==> config.mk <==
export PLATFORM = sky130hd
export DESIGN_NAME = lsu_ctrl
export DESIGN_NICKNAME = d
export VERILOG_FILES = /design/src/rtl/lsu_ctrl.sv
export SDC_FILE = /design/constraint.sdc
export NUM_CORES = 1
export LEC_CHECK = 0
export BUFFER_PORTS_ARGS = -buffer_cell sky130_fd_sc_hd__buf_2
export CAP_MARGIN = 40
export CORE_UTILIZATION = 45
export DETAILED_ROUTE_END_ITERATION = 6
export PLACE_DENSITY = 0.79
export SYNTH_ARGS = -nofsm -noshare
export SYNTH_HDL_FRONTEND = slang
export SYNTH_SLANG_ARGS = --single-unit
export TNS_END_PERCENT = 30
==> constraint.sdc <==
create_clock -name clk -period 1.9 [get_ports clk]
set_input_delay 0 -clock clk [delete_from_list [all_inputs] [get_ports clk]]
set_output_delay 0 -clock clk [all_outputs]
set_load 0.02 [all_outputs]
==> src/rtl/lsu_ctrl.sv <==
// Load/store unit: one byte-addressed request at a time, RMW for SB/SH, lane
// extraction and extension for loads, error response for illegal/misaligned ops.
module lsu_ctrl #(
  parameter int ADDR_W = 11,
  parameter int DATA_W = 32
) (
  input  logic              clk,
  input  logic              rst,
  input  logic              req_valid,
  output logic              req_ready,
  input  logic              req_we,
  input  logic [2:0]        req_funct3,
  input  logic [ADDR_W-1:0] req_addr,
  input  logic [DATA_W-1:0] req_wdata,
  output logic              rsp_valid,
  input  logic              rsp_ready,
  output logic [DATA_W-1:0] rsp_rdata,
  output logic              rsp_err,
  output logic              mem_en,
  output logic              mem_we,
  output logic [ADDR_W-3:0] mem_addr,
  output logic [DATA_W-1:0] mem_wdata,
  input  logic [DATA_W-1:0] mem_rdata
);

  typedef enum logic [2:0] {IDLE, RD, CAP, WR, RESP} state_t;

  state_t              state_q, state_d;
  logic                we_q, we_d;
  logic [2:0]          f3_q, f3_d;
  logic [ADDR_W-1:0]   addr_q, addr_d;
  logic [DATA_W-1:0]   wdata_q, wdata_d;   // store data, later the merged RMW word
  logic [DATA_W-1:0]   rdata_q, rdata_d;
  logic                err_q, err_d;

  logic                legal;
  logic [7:0]          lane_b;
  logic [15:0]         lane_h;
  logic [DATA_W-1:0]   ext, merged;

  always_comb begin
    legal = 1'b0;
    case (req_funct3)
      3'b000:  legal = 1'b1;
      3'b001:  legal = ~req_addr[0];
      3'b010:  legal = (req_addr[1:0] == 2'b00);
      3'b100:  legal = ~req_we;
      3'b101:  legal = ~req_we & ~req_addr[0];
      default: legal = 1'b0;
    endcase
  end

  always_comb begin
    lane_b = mem_rdata[{addr_q[1:0], 3'b000} +: 8];
    lane_h = addr_q[1] ? mem_rdata[31:16] : mem_rdata[15:0];
    case (f3_q)
      3'b000:  ext = {{24{lane_b[7]}}, lane_b};
      3'b001:  ext = {{16{lane_h[15]}}, lane_h};
      3'b100:  ext = {24'h0, lane_b};
      3'b101:  ext = {16'h0, lane_h};
      default: ext = mem_rdata;
    endcase
    merged = mem_rdata;
    if (f3_q == 3'b000) merged[{addr_q[1:0], 3'b000} +: 8] = wdata_q[7:0];
    else                merged[{addr_q[1], 4'b0000} +: 16] = wdata_q[15:0];
  end

  always_comb begin
    state_d = state_q;
    we_d    = we_q;
    f3_d    = f3_q;
    addr_d  = addr_q;
    wdata_d = wdata_q;
    rdata_d = rdata_q;
    err_d   = err_q;
    case (state_q)
      IDLE: if (req_valid) begin
        we_d    = req_we;
        f3_d    = req_funct3;
        addr_d  = req_addr;
        wdata_d = req_wdata;
        rdata_d = '0;
        err_d   = ~legal;
        if (!legal)                             state_d = RESP;
        else if (req_we && req_funct3 == 3'b010) state_d = WR;
        else                                    state_d = RD;
      end
      RD:  state_d = CAP;
      CAP: begin
        if (we_q) begin
          wdata_d = merged;
          state_d = WR;
        end else begin
          rdata_d = ext;
          state_d = RESP;
        end
      end
      WR:   state_d = RESP;
      RESP: if (rsp_ready) state_d = IDLE;
      default: state_d = IDLE;
    endcase
  end

  always_ff @(posedge clk) begin
    if (rst) begin
      state_q <= IDLE;
      we_q    <= 1'b0;
      f3_q    <= '0;
      addr_q  <= '0;
      wdata_q <= '0;
      rdata_q <= '0;
      err_q   <= 1'b0;
    end else begin
      state_q <= state_d;
      we_q    <= we_d;
      f3_q    <= f3_d;
      addr_q  <= addr_d;
      wdata_q <= wdata_d;
      rdata_q <= rdata_d;
      err_q   <= err_d;
    end
  end

  // Outputs are forced to reset values while rst is high so an in-flight
  // write is never issued on the reset cycle.
  always_comb begin
    req_ready = ~rst & (state_q == IDLE);
    rsp_valid = ~rst & (state_q == RESP);
    rsp_rdata = rst ? '0 : rdata_q;
    rsp_err   = ~rst & err_q;
    mem_en    = ~rst & ((state_q == RD) || (state_q == WR));
    mem_we    = ~rst & (state_q == WR);
    mem_addr  = mem_en ? addr_q[ADDR_W-1:2] : '0;
    mem_wdata = mem_we ? wdata_q : '0;
  end

endmodule

==> results by group <==
Run status
  • Status: finished with violations
  • Failing checks: DRC, setup timing

Timing
  • Final worst path period share: 1.02
  • Max-Slew Margin vs Limit: 0.612
  • Period minus WS final: 1.93 ns
  • PnR worst setup slack: -0.0314 ns
  • Pins Over Slew Limit: 0
  • Setup TNS: -0.0314 ns
  • Worst slew pin tran: 0.582 ns
  • Max Fclk: 0.518 GHz
  • Final Hold Viols: 0
  • RSZ-0062 raised after global routing: yes
  • Clk_skew: 0.0103 ns
  • Worst hold slack: 0.0233 ns
  • Final setup vio count: 1

Final layout
  • Nets: 924
  • Area Growth Syn to Fin: 44.1%
  • Commonest non-fill, non-tap cells in the layout: 160 x buf_2, 108 x nand2_1, 81 x dfxtp_1, 62 x dlygate4sd3_1, 38 x buf_4
  • Final instance area: 7040 sq um
  • Commonest non-fill, non-tap cell in the layout: buf_2
  • # fillers: 789
  • Final Non-Filler Cells: 977
  • Share of layout cells above drive strength 1: 0.316
  • # diodes: 0
  • Finished Core Util: 0.676

Worst setup path
  • CP max FO: 21
  • Worst EP required: 2.16 ns
  • Crit path DAT: 2.19 ns
  • CP cell instances: buf_4 > nor3b_2 > nand3_2 > and2_2 > a311oi_1
  • Worst setup EP type: flop
  • Kind of critical path: reg2reg
  • Critical Path Start Type: flop
  • Max stage delay on crit path: 0.45 ns
  • Critical path's slowest cell: nor3b_2

Route
  • Pre-antenna DRT Iters: 7
  • Routed wire per std cell: 19.0 um
  • 1st-iter DRT viols: 632
  • DRT Wirelength: 18,500 um
  • ANT nets after route: 0
  • DRC Markers: 1
  • Total number of vias: 5,895
  • Vias per cell: 6.03

Clocking
  • CTS tree: done
  • CTS root buf: clkbuf_8
  • Clock Latency Late Sink: 0.37 ns
  • CTS Buffer Depth: 2
  • Clk slew on worst S/H paths: 0.10 ns
  • Number of H-tree levels: 3
  • Total CTS buffers: 9
  • Clk sinks: 83

Die
  • Initial Util: 0.469
  • Core ar.: 10,400 sq um
  • Die width: 106 um
  • Die height: 106 um
  • Row count: 37
  • Die Area: 11,300 sq um
  • Ports: 161

Place
  • PortBufs: 160
  • Post-DP HPWL: 12,100 um
  • Total placed instance area: 5930 sq um
  • Dpl cells: 889
  • Pre-CTS setup slack: -0.0541 ns
  • RePlAce Congestion: 0.895

Global routing
  • Initial antenna violation count: 0
  • Total track usage: 0.311
  • GRT overflow: 0
  • Largest net degree at the start of global routing: 55
  • First-pass GRT wire length: 27,700 um
  • Vias in the first global route: 5,598

Logic synthesis
  • Mean Syn Cell Area: 7.96 sq um
  • Count of different cell masters after synthesis: 59
  • Area leader, netlist: dfxtp_1
  • Synthesized area: 4890 sq um
  • Post-synth EDFFs: 0
  • Top_reg_cell synth: dfxtp_1
  • #FFs+latches synth: 83
  • Async SR Flop Fraction: 0
  • Syn Inst Count: 614
  • Top cell type's share of synthesized area: 0.340
  • Net Count, Synth: 702
  • Seq/Total Area, Yosys: 0.340
  • Ys Warns: 0
  • Area contributors post-synth: dfxtp_1 34%, nand2_1 8.3%, and2_1 4.5%, nor2b_1 4.2%, a311oi_1 4.1%

Hold path
  • Hold Crit Class: in2reg

Pwr
  • Max VDD drop: 0.455 mV
  • Post-layout total power: 4.60 mW
  • P per Cell Area: 654 nW/um^2
  • P_leak: 3.09 nW

Job
  • # Max-Cap Violations: 0
worst max-delay path, delay by kind of cell, from the launching register on:
kind / cells / cell delay, ns
simple gates: 3 / 0.95
compound gates: 1 / 0.35
flops: 1 / 0.32
buf+inv: 1 / 0.21
synth_stat cells (all sizes together) (14+ instances only):
library cell	number
a22oi	15
a21oi	27
o21ai	29
and3	14
dfxtp	83
and2	35
a211o	15
a221oi	15
nor2b	33
nand2	109
buf	26
clkbuf	32
nand3	19
mux2i	16
a311oi	23
a211oi	16
nor2	29
where the power goes:
| group | switching (mW) | internal (mW) | total (mW) | leakage, nW |
|---|---|---|---|---|
| Sequential | 0.134 | 1.88 | 2.01 | 0.681 |
| Clock | 0.734 | 0.496 | 1.23 | 0.0950 |
| Combinational | 0.748 | 0.616 | 1.36 | 2.32 |
logic make-up after synthesis:
| kind of cell | synth area share |
|---|---|
| AO/OA/AOI/OAI | 0.249 |
| flip-flops | 0.340 |
| buffers and inverters | 0.0558 |
| multiplexers | 0.0558 |
| AND/OR/NAND/NOR | 0.286 |
| adder cells (fa/ha/maj) | 0.0128 |
metal layers:
| metal | routed length [um] | track usage |
|---|---|---|
| met2 | 8840 | 0.528 |
| met4 | 875 | 0.126 |
| met3 | 1810 | 0.0558 |
| met1 | 7010 | 0.386 |
| met5 | 0 | 0 |
flip-flops by register name (all words and copies together) (netlist names):
| name | count |
|---|---|
| f3_q | 3 |
| rdata_q | 32 |
| addr_q | 11 |
| wdata_q | 32 |
| we_q | 1 |
| state_q | 3 |
| err_q | 1 |
cell type report:
| class | instances | area (sq um) | share of cell area |
|---|---|---|---|
| repair buffers | 269 | 1880 | 0.267 |
| flip-flops and latches | 83 | 1670 | 0.237 |
| clock buffers | 9 | 124 | 0.0176 |
| clock inverters | 7 | 57.6 | 0.00817 |
| multi-input cells | 467 | 3110 | 0.442 |
| inverters | 6 | 30.0 | 0.00426 |
| well taps | 136 | 170 | 0.0242 |
path summary, 6_finish.rpt:
check | cells after the start | endpoint | from | slack [ns]
max | 5 | wdata_q[15]$_SDFFE_PP0P_ | state_q[0]$_SDFFE_PP0P_ | -0.03
min | 3 | rdata_q[7]$_SDFFE_PP0P_ | mem_rdata[7] | 0.02
max reg2reg | 5 | wdata_q[15]$_SDFFE_PP0P_ | state_q[0]$_SDFFE_PP0P_ | -0.03
min reg2reg | 2 | err_q$_SDFFE_PP0P_ | err_q$_SDFFE_PP0P_ | 0.45
what timing repair did:
item                                    in CTS  in global routing
pin swaps                                    2                 17
endpoints found under the hold margin       70                  0
hold buffers                                62                  0
endpoints found under the setup margin      21                 60
setup buffers                                2                  6
cloned                                       1                  1
gates resized for setup                      9                 26
No activity file was read; power rests on OpenSTA's default activity.
